[src/rtl/ula_seq_pkg.sv]
// ula_seq_pkg: opcode codes, state encodings and default sizes shared by the ula_seq slice.
package ula_seq_pkg;
    localparam int ULA_WIDTH      = 4;
    localparam int ULA_BCD_DIGITS = 3;
    localparam logic [3:0] ULA_ADD  = 4'd0;
    localparam logic [3:0] ULA_SUB  = 4'd1;
    localparam logic [3:0] ULA_MULT = 4'd2;
    localparam logic [3:0] ULA_DIV  = 4'd3;
    localparam logic [3:0] ULA_AND  = 4'd4;
    localparam logic [3:0] ULA_OR   = 4'd5;
    localparam logic [3:0] ULA_XOR  = 4'd6;
    localparam logic [3:0] ULA_NOT  = 4'd7;
    localparam logic [1:0] ULA_S_IDLE = 2'd0;
    localparam logic [1:0] ULA_S_CALC = 2'd1;
    localparam logic [1:0] ULA_S_CONV = 2'd2;
    localparam logic [1:0] ULA_S_FIN  = 2'd3;
endpackage

[src/rtl/ula_seq_if.sv]
// ula_seq_if: start/done operation bus of ula_seq; bcd exists only when BCD_OUT_EN is defined.
interface ula_seq_if
    import ula_seq_pkg::*;
#(
    parameter int WIDTH = ULA_WIDTH
`ifdef BCD_OUT_EN
   ,parameter int BCD_DIGITS = ULA_BCD_DIGITS
`endif
);
    logic               start;
    logic [WIDTH-1:0]   operando1;
    logic [WIDTH-1:0]   operando2;
    logic [3:0]         opcode;
    logic               busy;
    logic               done;
    logic [2*WIDTH-1:0] result;
    logic               flag_zero;
    logic               flag_carry;
    logic               flag_div0;
    logic               flag_illegal;
`ifdef BCD_OUT_EN
    logic [4*BCD_DIGITS-1:0] bcd;
`endif
    modport master (
        output start, operando1, operando2, opcode,
        input  busy, done, result, flag_zero, flag_carry, flag_div0, flag_illegal
`ifdef BCD_OUT_EN
       ,input  bcd
`endif
    );
    modport slave (
        input  start, operando1, operando2, opcode,
        output busy, done, result, flag_zero, flag_carry, flag_div0, flag_illegal
`ifdef BCD_OUT_EN
       ,output bcd
`endif
    );
endinterface

[src/rtl/ula_iter_engine.sv]
// ula_iter_engine: shared shift-add multiplier and restoring divider, one bit per step,
// finish_o flags the last of WIDTH steps; divide result is {remainder, quotient}.
module ula_iter_engine #(
    parameter int WIDTH = 4
) (
    input  logic               clock,
    input  logic               reset,
    input  logic               load_i,
    input  logic               step_i,
    input  logic               div_i,
    input  logic [WIDTH-1:0]   a_i,
    input  logic [WIDTH-1:0]   b_i,
    output logic               finish_o,
    output logic [2*WIDTH-1:0] result_o
);
    localparam int CW = $clog2(WIDTH);
    logic [2*WIDTH-1:0] p_q, p_d;
    logic [WIDTH-1:0]   b_q, div_diff;
    logic [WIDTH:0]     mul_sum, div_rem;
    logic               div_q, div_ge;
    logic [CW-1:0]      cnt_q;
    // Both modes share one {hi, lo} register: lo starts as the multiplier / dividend.
    always_comb begin
        mul_sum  = {1'b0, p_q[2*WIDTH-1:WIDTH]} + {1'b0, (p_q[0] ? b_q : {WIDTH{1'b0}})};
        div_rem  = p_q[2*WIDTH-1:WIDTH-1];
        div_ge   = div_rem >= {1'b0, b_q};
        div_diff = div_rem[WIDTH-1:0] - b_q;
        p_d      = div_q ? {(div_ge ? div_diff : div_rem[WIDTH-1:0]), p_q[WIDTH-2:0], div_ge}
                         : {mul_sum, p_q[WIDTH-1:1]};
    end
    always_ff @(posedge clock) begin
        if (!reset) begin
            p_q   <= '0;
            b_q   <= '0;
            div_q <= 1'b0;
            cnt_q <= '0;
        end else if (load_i) begin
            p_q   <= {{WIDTH{1'b0}}, a_i};
            b_q   <= b_i;
            div_q <= div_i;
            cnt_q <= '0;
        end else if (step_i) begin
            p_q   <= p_d;
            cnt_q <= cnt_q + CW'(1);
        end
    end
    assign finish_o = cnt_q == CW'(WIDTH - 1);
    assign result_o = p_q;
endmodule

[src/rtl/ula_seq.sv]
// ula_seq: sequential ALU with start/done handshake and an iterative MULT/DIV engine.
// Defining BCD_OUT_EN adds a double-dabble CONV stage and the bcd output.
module ula_seq
    import ula_seq_pkg::*;
#(
    parameter int WIDTH = ULA_WIDTH
`ifdef BCD_OUT_EN
   ,parameter int BCD_DIGITS = ULA_BCD_DIGITS
`endif
) (
    input logic      clock,
    input logic      reset,
    ula_seq_if.slave bus
);
    localparam int RW = 2*WIDTH;
`ifdef BCD_OUT_EN
    localparam logic [1:0] S_AFTER_CALC = ULA_S_CONV;
`else
    localparam logic [1:0] S_AFTER_CALC = ULA_S_FIN;
`endif
    logic [1:0]    state_q, state_d;
    logic          accept, eng_fin, conv_last;
    logic          iter_d, iter_q, div0_d, div0_q, ill_d, ill_q, carry_d, carry_q;
    logic          busy_q, done_q, fz_q, fc_q, fd_q, fi_q;
    logic [RW-1:0] a2, b2, sum, diff, alu_d, alu_q, eng_res, fin_val, result_q;
    assign accept = state_q == ULA_S_IDLE && bus.start;
    // Single-cycle results and all flags are settled at acceptance, so operands need no holding.
    always_comb begin
        a2      = {{WIDTH{1'b0}}, bus.operando1};
        b2      = {{WIDTH{1'b0}}, bus.operando2};
        sum     = a2 + b2;
        diff    = a2 - b2;
        div0_d  = bus.opcode == ULA_DIV && bus.operando2 == '0;
        iter_d  = bus.opcode == ULA_MULT || (bus.opcode == ULA_DIV && !div0_d);
        ill_d   = bus.opcode[3];
        carry_d = bus.opcode == ULA_ADD ? sum[WIDTH] :
                  bus.opcode == ULA_SUB ? bus.operando2 > bus.operando1 : 1'b0;
        alu_d   = bus.opcode == ULA_ADD ? sum :
                  bus.opcode == ULA_SUB ? diff :
                  bus.opcode == ULA_AND ? a2 & b2 :
                  bus.opcode == ULA_OR  ? a2 | b2 :
                  bus.opcode == ULA_XOR ? a2 ^ b2 :
                  bus.opcode == ULA_NOT ? {{WIDTH{1'b0}}, ~bus.operando1} :
                  div0_d                ? {bus.operando1, {WIDTH{1'b1}}} : '0;
        state_d = state_q == ULA_S_IDLE ? (bus.start ? ULA_S_CALC : ULA_S_IDLE) :
                  state_q == ULA_S_CALC ? ((!iter_q || eng_fin) ? S_AFTER_CALC : ULA_S_CALC) :
                  state_q == ULA_S_CONV ? (conv_last ? ULA_S_FIN : ULA_S_CONV) : ULA_S_IDLE;
    end
    ula_iter_engine #(.WIDTH(WIDTH)) u_engine (
        .clock    (clock),
        .reset    (reset),
        .load_i   (accept && iter_d),
        .step_i   (state_q == ULA_S_CALC && iter_q),
        .div_i    (bus.opcode == ULA_DIV),
        .a_i      (bus.operando1),
        .b_i      (bus.operando2),
        .finish_o (eng_fin),
        .result_o (eng_res)
    );
    assign fin_val = iter_q ? eng_res : alu_q;
    always_ff @(posedge clock) begin
        if (!reset) begin
            state_q  <= ULA_S_IDLE;
            {iter_q, div0_q, ill_q, carry_q} <= '0;
            alu_q    <= '0;
            result_q <= '0;
            {busy_q, done_q, fz_q, fc_q, fd_q, fi_q} <= '0;
        end else begin
            state_q <= state_d;
            busy_q  <= state_d != ULA_S_IDLE;
            done_q  <= state_q == ULA_S_FIN;
            if (accept) begin
                iter_q  <= iter_d;
                div0_q  <= div0_d;
                ill_q   <= ill_d;
                carry_q <= carry_d;
                alu_q   <= alu_d;
            end
            if (state_q == ULA_S_FIN) begin
                result_q <= fin_val;
                fz_q     <= fin_val == '0;
                fc_q     <= carry_q;
                fd_q     <= div0_q;
                fi_q     <= ill_q;
            end
        end
    end
`ifdef BCD_OUT_EN
    localparam int BW = 4*BCD_DIGITS;
    localparam int KW = $clog2(RW);
    logic [BW-1:0] dd_q, dd_adj, bcd_q;
    logic [KW-1:0] k_q;
    logic          conv_bit;
    // fin_val is stable during CONV, so bits are picked MSB-first instead of shifting a copy.
    always_comb begin
        conv_bit = |(fin_val & ({1'b1, {(RW-1){1'b0}}} >> k_q));
        dd_adj   = dd_q;
        for (int i = 0; i < BCD_DIGITS; i++)
            dd_adj[4*i +: 4] = dd_q[4*i +: 4] > 4'd4 ? dd_q[4*i +: 4] + 4'd3 : dd_q[4*i +: 4];
    end
    assign conv_last = k_q == KW'(RW - 1);
    always_ff @(posedge clock) begin
        if (!reset) begin
            dd_q  <= '0;
            k_q   <= '0;
            bcd_q <= '0;
        end else if (state_q == ULA_S_CALC) begin
            dd_q <= '0;
            k_q  <= '0;
        end else if (state_q == ULA_S_CONV) begin
            dd_q <= BW'({dd_adj, conv_bit});
            k_q  <= k_q + KW'(1);
        end else if (state_q == ULA_S_FIN) begin
            bcd_q <= dd_q;
        end
    end
    assign bus.bcd = bcd_q;
`else
    assign conv_last = 1'b1;
`endif
    assign bus.busy         = busy_q;
    assign bus.done         = done_q;
    assign bus.result       = result_q;
    assign bus.flag_zero    = fz_q;
    assign bus.flag_carry   = fc_q;
    assign bus.flag_div0    = fd_q;
    assign bus.flag_illegal = fi_q;
endmodule

[src/flat_wrapper.sv]
// flat-port wrapper written by rule: the top's interface ports become plain ports
module ula_seq_flat import ula_seq_pkg::*;
#(
    parameter int WIDTH = ULA_WIDTH

)
  (clock, reset, bus_start, bus_operando1, bus_operando2, bus_opcode, bus_busy, bus_done, bus_result, bus_flag_zero, bus_flag_carry, bus_flag_div0, bus_flag_illegal);
  ula_seq_if #(.WIDTH(WIDTH)) bus_i ();
  input logic clock;
  input logic reset;
  input wire logic [$bits(bus_i.start)-1:0] bus_start;
  input wire logic [$bits(bus_i.operando1)-1:0] bus_operando1;
  input wire logic [$bits(bus_i.operando2)-1:0] bus_operando2;
  input wire logic [$bits(bus_i.opcode)-1:0] bus_opcode;
  output wire logic [$bits(bus_i.busy)-1:0] bus_busy;
  output wire logic [$bits(bus_i.done)-1:0] bus_done;
  output wire logic [$bits(bus_i.result)-1:0] bus_result;
  output wire logic [$bits(bus_i.flag_zero)-1:0] bus_flag_zero;
  output wire logic [$bits(bus_i.flag_carry)-1:0] bus_flag_carry;
  output wire logic [$bits(bus_i.flag_div0)-1:0] bus_flag_div0;
  output wire logic [$bits(bus_i.flag_illegal)-1:0] bus_flag_illegal;
  assign bus_i.start = bus_start;
  assign bus_i.operando1 = bus_operando1;
  assign bus_i.operando2 = bus_operando2;
  assign bus_i.opcode = bus_opcode;
  assign bus_busy = bus_i.busy;
  assign bus_done = bus_i.done;
  assign bus_result = bus_i.result;
  assign bus_flag_zero = bus_i.flag_zero;
  assign bus_flag_carry = bus_i.flag_carry;
  assign bus_flag_div0 = bus_i.flag_div0;
  assign bus_flag_illegal = bus_i.flag_illegal;
  ula_seq #(.WIDTH(WIDTH)) u_core (.clock(clock), .reset(reset), .bus(bus_i));
endmodule
[config.mk]
export PLATFORM = sky130hd
export DESIGN_NAME = ula_seq_flat
export DESIGN_NICKNAME = d
export VERILOG_FILES = /design/src/rtl/ula_seq_pkg.sv /design/src/rtl/ula_seq_if.sv /design/src/rtl/ula_iter_engine.sv /design/src/rtl/ula_seq.sv /design/src/flat_wrapper.sv
export SDC_FILE = /design/constraint.sdc
export NUM_CORES = 1
export LEC_CHECK = 0
export ABC_CLOCK_PERIOD_IN_PS = 5500
export CORE_ASPECT_RATIO = 1.25
export CORE_MARGIN = 10
export CORE_UTILIZATION = 32
export CTS_CLUSTER_DIAMETER = 150
export DETAILED_ROUTE_END_ITERATION = 8
export SYNTH_ARGS = -nofsm -noshare
export SYNTH_HDL_FRONTEND = slang
export SYNTH_SLANG_ARGS = --single-unit
[constraint.sdc]
create_clock -name clock -period 5.5 [get_ports clock]
set_clock_uncertainty 0.2 [all_clocks]
set_input_delay 1.1 -clock clock [delete_from_list [all_inputs] [get_ports clock]]
set_output_delay 1.1 -clock clock [all_outputs]
set_load 0.05 [all_outputs]
Yosys cells after proc, flatten, opt, wreduce, memory -nomap -nowiden. Index checks and enable logic that the tools add are counted.

Add/subtract/negate cells: 5. Magnitude comparators: 2. Equality and inequality tests: 11. Multiplexer cells: 20. Bitwise operators: 5. Reduce and logical (&&, ||, !) cells: 16.

Operators with widths (number): 8-bit two-way mux (9); 4-bit by 3-bit equality test with 1-bit output, second input constant (4); 4-bit two-way mux (4); 4-bit by 4-bit adder with 5-bit output (2); 4-bit by 2-bit equality test with 1-bit output, second input constant (2); 4-bit logical NOT (2); 8-bit logical NOT (1); 2-bit two-way mux (4); 2-bit equality test, second input constant (3); 5-bit by 4-bit >= comparator with 1-bit output (1); 1-bit logical AND (5); 4-bit by 4-bit subtractor with 5-bit output (1); 4-bit bitwise AND (1); 4-bit by 1-bit equality test with 1-bit output, second input constant (1); 4-bit greater-than comparator (1); 4-bit NOT (1); 4-bit bitwise OR (1); 2-bit nonzero test (2); 4-bit subtractor (1); 4-bit XOR (1); 1-bit two-way mux (3); 2-bit by 1-bit adder with 2-bit output, second input constant (1); 2-bit by 1-bit equality test with 1-bit output, second input constant (1); 1-bit logical NOT (2); other kinds (4) (5).

Flip-flop bits (word level): 43. Input port bits: 15. Output and inout bits: 14. Word-level logic and storage cells: 77.

Depth between registers and ports, before layout.
Depth in word-level cells: 9. Depth in mapped cells: 9.

By module. Synthesis repeated with hierarchy kept, for this count alone.

Cells, all modules: 340. Area total of the unflattened synthesis: 2914.0 sq um.

By module, submodules not included: ula_seq (times used 1, cells an instance 223, area each 1894.3 sq um, seq. area each 560.5 sq um); ula_iter_engine (times used 1, cells an instance 117, area each 1019.7 sq um, seq. area each 300.3 sq um).

Worst setup path after synthesis. OpenSTA, ideal clock, no wires.

Kind: input-to-reg. Start point: input port bus_operando2[0]. End point: register u_core.carry_q. Data arrival time: 2.551 ns. Slack: 2.680 ns. Stages on the path: 8. Path buffers: 0. Path through: ha_1 > inv_1 > fa_1 > nor2b_1 > o21ai_0 > a2111oi_0 > a21oi_1 > a21oi_1.

Word-level cells in the longest chain between the ends: 3. Elaborated cells on any way between the ends: 4. Those cells by class: add/sub: 1; order compare: 1; mux: 2.

RTL lines: from (decl) (line flat_wrapper.sv:13) `input wire logic [$bits(bus_i.operando2)-1:0] bus_operando2;`; 4-bit greater-than comparator (line ula_seq.sv:37) `bus.opcode == ULA_SUB ? bus.operando2 > bus.operando1 : 1'b0;`; 1-bit two-way mux (line ula_seq.sv:37); 1-bit two-way mux * (line ula_seq.sv:36) `carry_d = bus.opcode == ULA_ADD ? sum[WIDTH] :`; to (signal assigned) (line ula_seq.sv:76) `carry_q <= carry_d;`; to (decl) (line ula_seq.sv:23) `logic iter_d, iter_q, div0_d, div0_q, ill_d, ill_q, carry_d, carry_q;`.

Mark *: on every way between the ends. The rest lies on a longest branch, timed or not. A chain may end at the register's enable or synchronous reset.

Worst setup path after layout.
Start point: input port bus_opcode[1]. End point: register u_core.u_engine.p_q[6] (netlist: u_core.u_engine.result_o[6]).

Word-level cells in the longest chain between the ends: 7. Elaborated cells on any way between the ends: 8. Those cells by class: eq/ne: 2; reduce/logical: 6.

RTL lines: from (decl) (line flat_wrapper.sv:14) `input wire logic [$bits(bus_i.opcode)-1:0] bus_opcode;`; 4-bit by 2-bit equality test with 1-bit output (line ula_seq.sv:33, ula_seq.sv:34); 1-bit logical AND (line ula_seq.sv:33) `div0_d = bus.opcode == ULA_DIV && bus.operando2 == '0;`; 1-bit logical NOT (line ula_seq.sv:34) `iter_d = bus.opcode == ULA_MULT || (bus.opcode == ULA_DIV && !div0_d);`; 1-bit logical AND (line ula_seq.sv:34); 1-bit logical OR * (line ula_seq.sv:34); 1-bit logical AND * (line ula_seq.sv:52) `.load_i (accept && iter_d),`; 2-bit OR reduction (no line) *; to (signal assigned) (line ula_iter_engine.sv:38) `p_q <= {{WIDTH{1'b0}}, a_i};`; to (signal assigned) (line ula_iter_engine.sv:43) `p_q <= p_d;`; to (decl) (line ula_iter_engine.sv:17) `logic [2*WIDTH-1:0] p_q, p_d;`.

Marked as above.

==> run_summary.xml <==
<?xml version="1.0" encoding="UTF-8"?>
<metrics>
  <group name="run_status">
    <metric name="status" unit="">finished, final reports clean</metric>
  </group>
  <group name="clock_network">
    <metric name="cts_max_level" unit="">2</metric>
    <metric name="cts_tree" unit="">yes</metric>
    <metric name="cts_post_setup_buffers_inserted" unit="">0</metric>
    <metric name="clock_sink_count" unit="">43</metric>
    <metric name="cts.root.buffer_cell" unit="">sky130_fd_sc_hd__clkbuf_8</metric>
    <metric name="clock_latency" unit="ns">0.30</metric>
    <metric name="cts.reportedPaths.clkPinSlew" unit="ns">0.09</metric>
    <metric name="holdBufCountCts" unit="">0</metric>
    <metric name="cts_buffer_depth" unit="">2</metric>
    <metric name="cts_repair_resize_count" unit="">0</metric>
    <metric name="numCtsBuffers" unit="">5</metric>
  </group>
  <group name="critical_path">
    <metric name="timing.critical_path.from_type" unit="">primary input</metric>
    <metric name="critical_path.startpoint" unit="">bus_opcode[1]</metric>
    <metric name="worst-path-max-fanout" unit="">19</metric>
    <metric name="critical-path-top-delay-family" unit="">compound AO/OA/AOI/OAI gates</metric>
    <metric name="endpoint_of_the_lowest_slack_register_to_register_path" unit="">u_core.u_engine.result_o[6]</metric>
    <metric name="setup.worst_path.class" unit="">in -&gt; reg</metric>
    <metric name="worstSetupPathDepth" unit="">5</metric>
    <metric name="cp_slowest_cell" unit="">sky130_fd_sc_hd__a2111oi_4</metric>
    <metric name="r2r.worst_path.cells" unit="">6</metric>
    <metric name="timing.critical_path.buf_inv" unit="">1</metric>
    <metric name="critical_path.reg2reg.startpoint" unit="">u_core.state_q[0]</metric>
    <metric name="reg2reg_setup_slack" unit="ns">2.95</metric>
    <metric name="crit_path_end_kind" unit="">register</metric>
    <metric name="worst_path_cell_trace" unit="">clkdlybuf4s50_1 -&gt; nand2b_1 -&gt; a2111oi_4 -&gt; nand2b_4 -&gt; a311oi_1</metric>
    <metric name="critPathArrivalTime" unit="ns">3.48</metric>
    <metric name="slowest_delay" unit="ns">0.96</metric>
    <metric name="critPathRequiredTime" unit="ns">5.45</metric>
    <metric name="critical_path.endpoint" unit="">u_core.u_engine.result_o[6]</metric>
  </group>
  <group name="synthesis">
    <metric name="synth.yosys.seq_area_share" unit="%">29.8</metric>
    <metric name="post-synth-top-area-cell" unit="">sky130_fd_sc_hd__dfxtp_1</metric>
    <metric name="synth_area_leaders" unit="">sky130_fd_sc_hd__dfxtp_1, sky130_fd_sc_hd__ha_1, sky130_fd_sc_hd__mux2i_1</metric>
    <metric name="cell_area_synth" unit="mm2">0.00288</metric>
    <metric name="synth_fp_nets" unit="">384</metric>
    <metric name="yosysWarnings" unit="">0</metric>
    <metric name="post-synth-top-area-fraction" unit="%">29.8</metric>
    <metric name="avgSynthCellArea" unit="um2">8.46</metric>
    <metric name="yosys_most_used_dff" unit="">sky130_fd_sc_hd__dfxtp_1</metric>
    <metric name="synth-edff-count" unit="">0</metric>
    <metric name="yosysUniqueCellTypes" unit="">53</metric>
    <metric name="mapped_cells" unit="">341</metric>
    <metric name="synth-seq-cells" unit="">43</metric>
    <metric name="async_reset_ff_share" unit="%">0</metric>
    <metric name="leading_cell_types_by_count_after_synthesis" unit="">sky130_fd_sc_hd__dfxtp_1, sky130_fd_sc_hd__nor2_1, sky130_fd_sc_hd__a21oi_1, sky130_fd_sc_hd__inv_1, sky130_fd_sc_hd__nand2_1</metric>
    <metric name="synth.most_common_cell" unit="">sky130_fd_sc_hd__dfxtp_1</metric>
  </group>
  <group name="detailed_routing">
    <metric name="drcViolationCount" unit="">0</metric>
    <metric name="avgRoutedWirePerCell" unit="um">14.8</metric>
    <metric name="drt.antenna.violating_nets" unit="">0</metric>
    <metric name="drt-initial-drc-count" unit="">144</metric>
    <metric name="detailedRoute.firstPassIterationCount" unit="">4</metric>
    <metric name="vias" unit="">2458</metric>
    <metric name="route.final.wire_length" unit="um">7100</metric>
    <metric name="viasPerCell" unit="">5.11</metric>
  </group>
  <group name="finish">
    <metric name="finalInstanceArea" unit="mm2">0.00331</metric>
    <metric name="area_delta_synth_final" unit="%">14.8</metric>
    <metric name="post_layout_cell_count" unit="">481</metric>
    <metric name="antenna_fix_cells" unit="">0</metric>
    <metric name="nNetsFinal" unit="">403</metric>
    <metric name="post_route_cells_drive_above_1_share" unit="%">5.54</metric>
    <metric name="fill_cells" unit="">921</metric>
  </group>
  <group name="sta">
    <metric name="relSlewSlack" unit="%">31.6</metric>
    <metric name="timing.final.crit_share" unit="%">64.1</metric>
    <metric name="finalHoldViolCount" unit="">0</metric>
    <metric name="finalMaxSlewViolations" unit="">0</metric>
    <metric name="max_clock_freq" unit="GHz">0.284</metric>
    <metric name="setup_tns" unit="ns">0</metric>
    <metric name="grt_setup_unrepaired" unit="">no</metric>
    <metric name="transition_at_the_pin_with_the_smallest_max_transition_slack" unit="ns">1.03</metric>
    <metric name="finalSetupViolCount" unit="">0</metric>
    <metric name="finalCriticalPeriod" unit="ns">3.53</metric>
  </group>
  <group name="run">
    <metric name="drv_cap" unit="">0</metric>
  </group>
  <group name="floorplanning">
    <metric name="initial_utilization" unit="%">33.0</metric>
    <metric name="floorplan.die.height" unit="um">126</metric>
    <metric name="num_io_pins" unit="">29</metric>
    <metric name="floorplan.core_area" unit="mm2">0.00875</metric>
    <metric name="floorplan.die.width" unit="um">105</metric>
    <metric name="dieArea" unit="mm2">0.0132</metric>
    <metric name="fp-row-count" unit="">38</metric>
  </group>
  <group name="pwr">
    <metric name="power_density" unit="mW/mm2">212</metric>
    <metric name="peakVddDrop" unit="mV">0.0985</metric>
    <metric name="static-leakage-power" unit="nW">1.22</metric>
  </group>
  <group name="min_path">
    <metric name="holdCritPathClass" unit="">reg -&gt; reg</metric>
  </group>
  <group name="global_routing">
    <metric name="grt_pass1_wl" unit="um">12000</metric>
    <metric name="grt_pass1_vias" unit="">2486</metric>
    <metric name="grt-ovfl-total" unit="">0</metric>
    <metric name="number_of_antenna_violations_at_the_first_check_in_global_routing" unit="">0</metric>
    <metric name="grt_start_max_net_pins" unit="">30</metric>
    <metric name="global_route.usage.total" unit="%">10.7</metric>
  </group>
  <group name="placement">
    <metric name="dp_hpwl" unit="um">5550</metric>
    <metric name="dp.cells" unit="">473</metric>
    <metric name="detailed_place.area" unit="mm2">0.00319</metric>
    <metric name="port_buffers" unit="">28</metric>
    <metric name="routabilityCongestion" unit="">0.865</metric>
  </group>
</metrics>
-- sequential cells by signal, summed over array words and instances (netlist names), 2 cells and up --
name / cells
u_core.state_q: 2
u_core.u_engine.b_q: 4
u_core.bus.result: 8
u_core.u_engine.cnt_q: 2
u_core.alu_q: 8
u_core.u_engine.result_o: 8
-- cell usage in the layout, fill, tap and decap left out, types with 4 or more instances in the layout --
cell	netlist	routed
sky130_fd_sc_hd__a211oi_1	18	18
sky130_fd_sc_hd__a21oi_1	28	28
sky130_fd_sc_hd__a32o_1	4	4
sky130_fd_sc_hd__and2_1	5	5
sky130_fd_sc_hd__clkbuf_8	5	5
sky130_fd_sc_hd__clkdlybuf4s50_1	0	28
sky130_fd_sc_hd__dfxtp_1	43	43
sky130_fd_sc_hd__fa_1	4	4
sky130_fd_sc_hd__ha_1	24	24
sky130_fd_sc_hd__inv_1	28	28
sky130_fd_sc_hd__mux2i_1	19	19
sky130_fd_sc_hd__nand2_1	28	28
sky130_fd_sc_hd__nand2b_1	4	4
sky130_fd_sc_hd__nor2_1	40	40
sky130_fd_sc_hd__nor2b_1	4	4
sky130_fd_sc_hd__nor3_1	5	5
sky130_fd_sc_hd__o21ai_0	12	12
sky130_fd_sc_hd__o31ai_1	4	4
sky130_fd_sc_hd__or4_1	4	4
sky130_fd_sc_hd__xnor2_1	5	5
-- report_power, final --
part / total (mW) / switching (mW) / internal, mW
Clock: 0.253 / 0.115 / 0.138
Sequential: 0.326 / 0.00695 / 0.319
Combinational: 0.122 / 0.0737 / 0.0482
-- worst register-to-register path: cells and delay by family, from the launching register on --
kind | cells | cell delay [ns]
adder cells (fa/ha/maj) | 1 | 0.19
AO/OA/AOI/OAI | 2 | 1.01
buffers and inverters | 1 | 0.08
flip-flops | 1 | 0.34
AND/OR/NAND/NOR | 2 | 0.59
-- cell type report --
class / count / area (um2) / share of cell area (%)
repair buffers: 28 / 280 / 8.47
flip-flops and latches: 43 / 861 / 26.0
well taps: 120 / 150 / 4.54
inverters: 30 / 113 / 3.40
clock buffers: 5 / 68.8 / 2.08
clock inverters: 3 / 47.5 / 1.44
multi-input cells: 252 / 1790 / 54.1
-- worst min path at each step --
stage                         end     startpoint  cells after the start
CTS                 u_core.div0_q  u_core.div0_q                      2
finish              u_core.div0_q  u_core.div0_q                      2
detailed placement  u_core.div0_q  u_core.div0_q                      2
floorplan           u_core.div0_q  u_core.div0_q                      2
global placement    u_core.div0_q  u_core.div0_q                      2
global route         u_core.ill_q   u_core.ill_q                      2
-- metal layers --
metal	global-route usage (%)	wire (um)
met5	0	0
met1	12.8	3200
met2	18.3	3420
met3	2.09	324
met4	4.21	155
-- kinds of logic (layout without fill, tap and decap cells) --
family	after synthesis	in the layout	share of synthesized area [%]
muxes	20	20	6.98
buffers and inverters	46	66	8.07
adders and majority gates	28	28	13.2
DFF	43	43	29.8
xor gates and xnor gates	7	7	2.13
AOI/OAI and AO/OA	94	94	22.6
and+or+nand+nor	103	103	17.2
-- through the flow --
step                power [mW]  hold slack (ns)  utilization (%)  setup WS, ns
detailed placement       0.455            0.248             36.5          1.66
finish                   0.701            0.256             37.8          1.97
CTS                      0.708            0.261             37.8          1.97
floorplan                0.419            0.229                -          2.68
global placement         0.453            0.245             36.5          1.74
global route             0.738            0.279             37.8          1.72
Note: power is estimated with default switching activity, not from simulation.
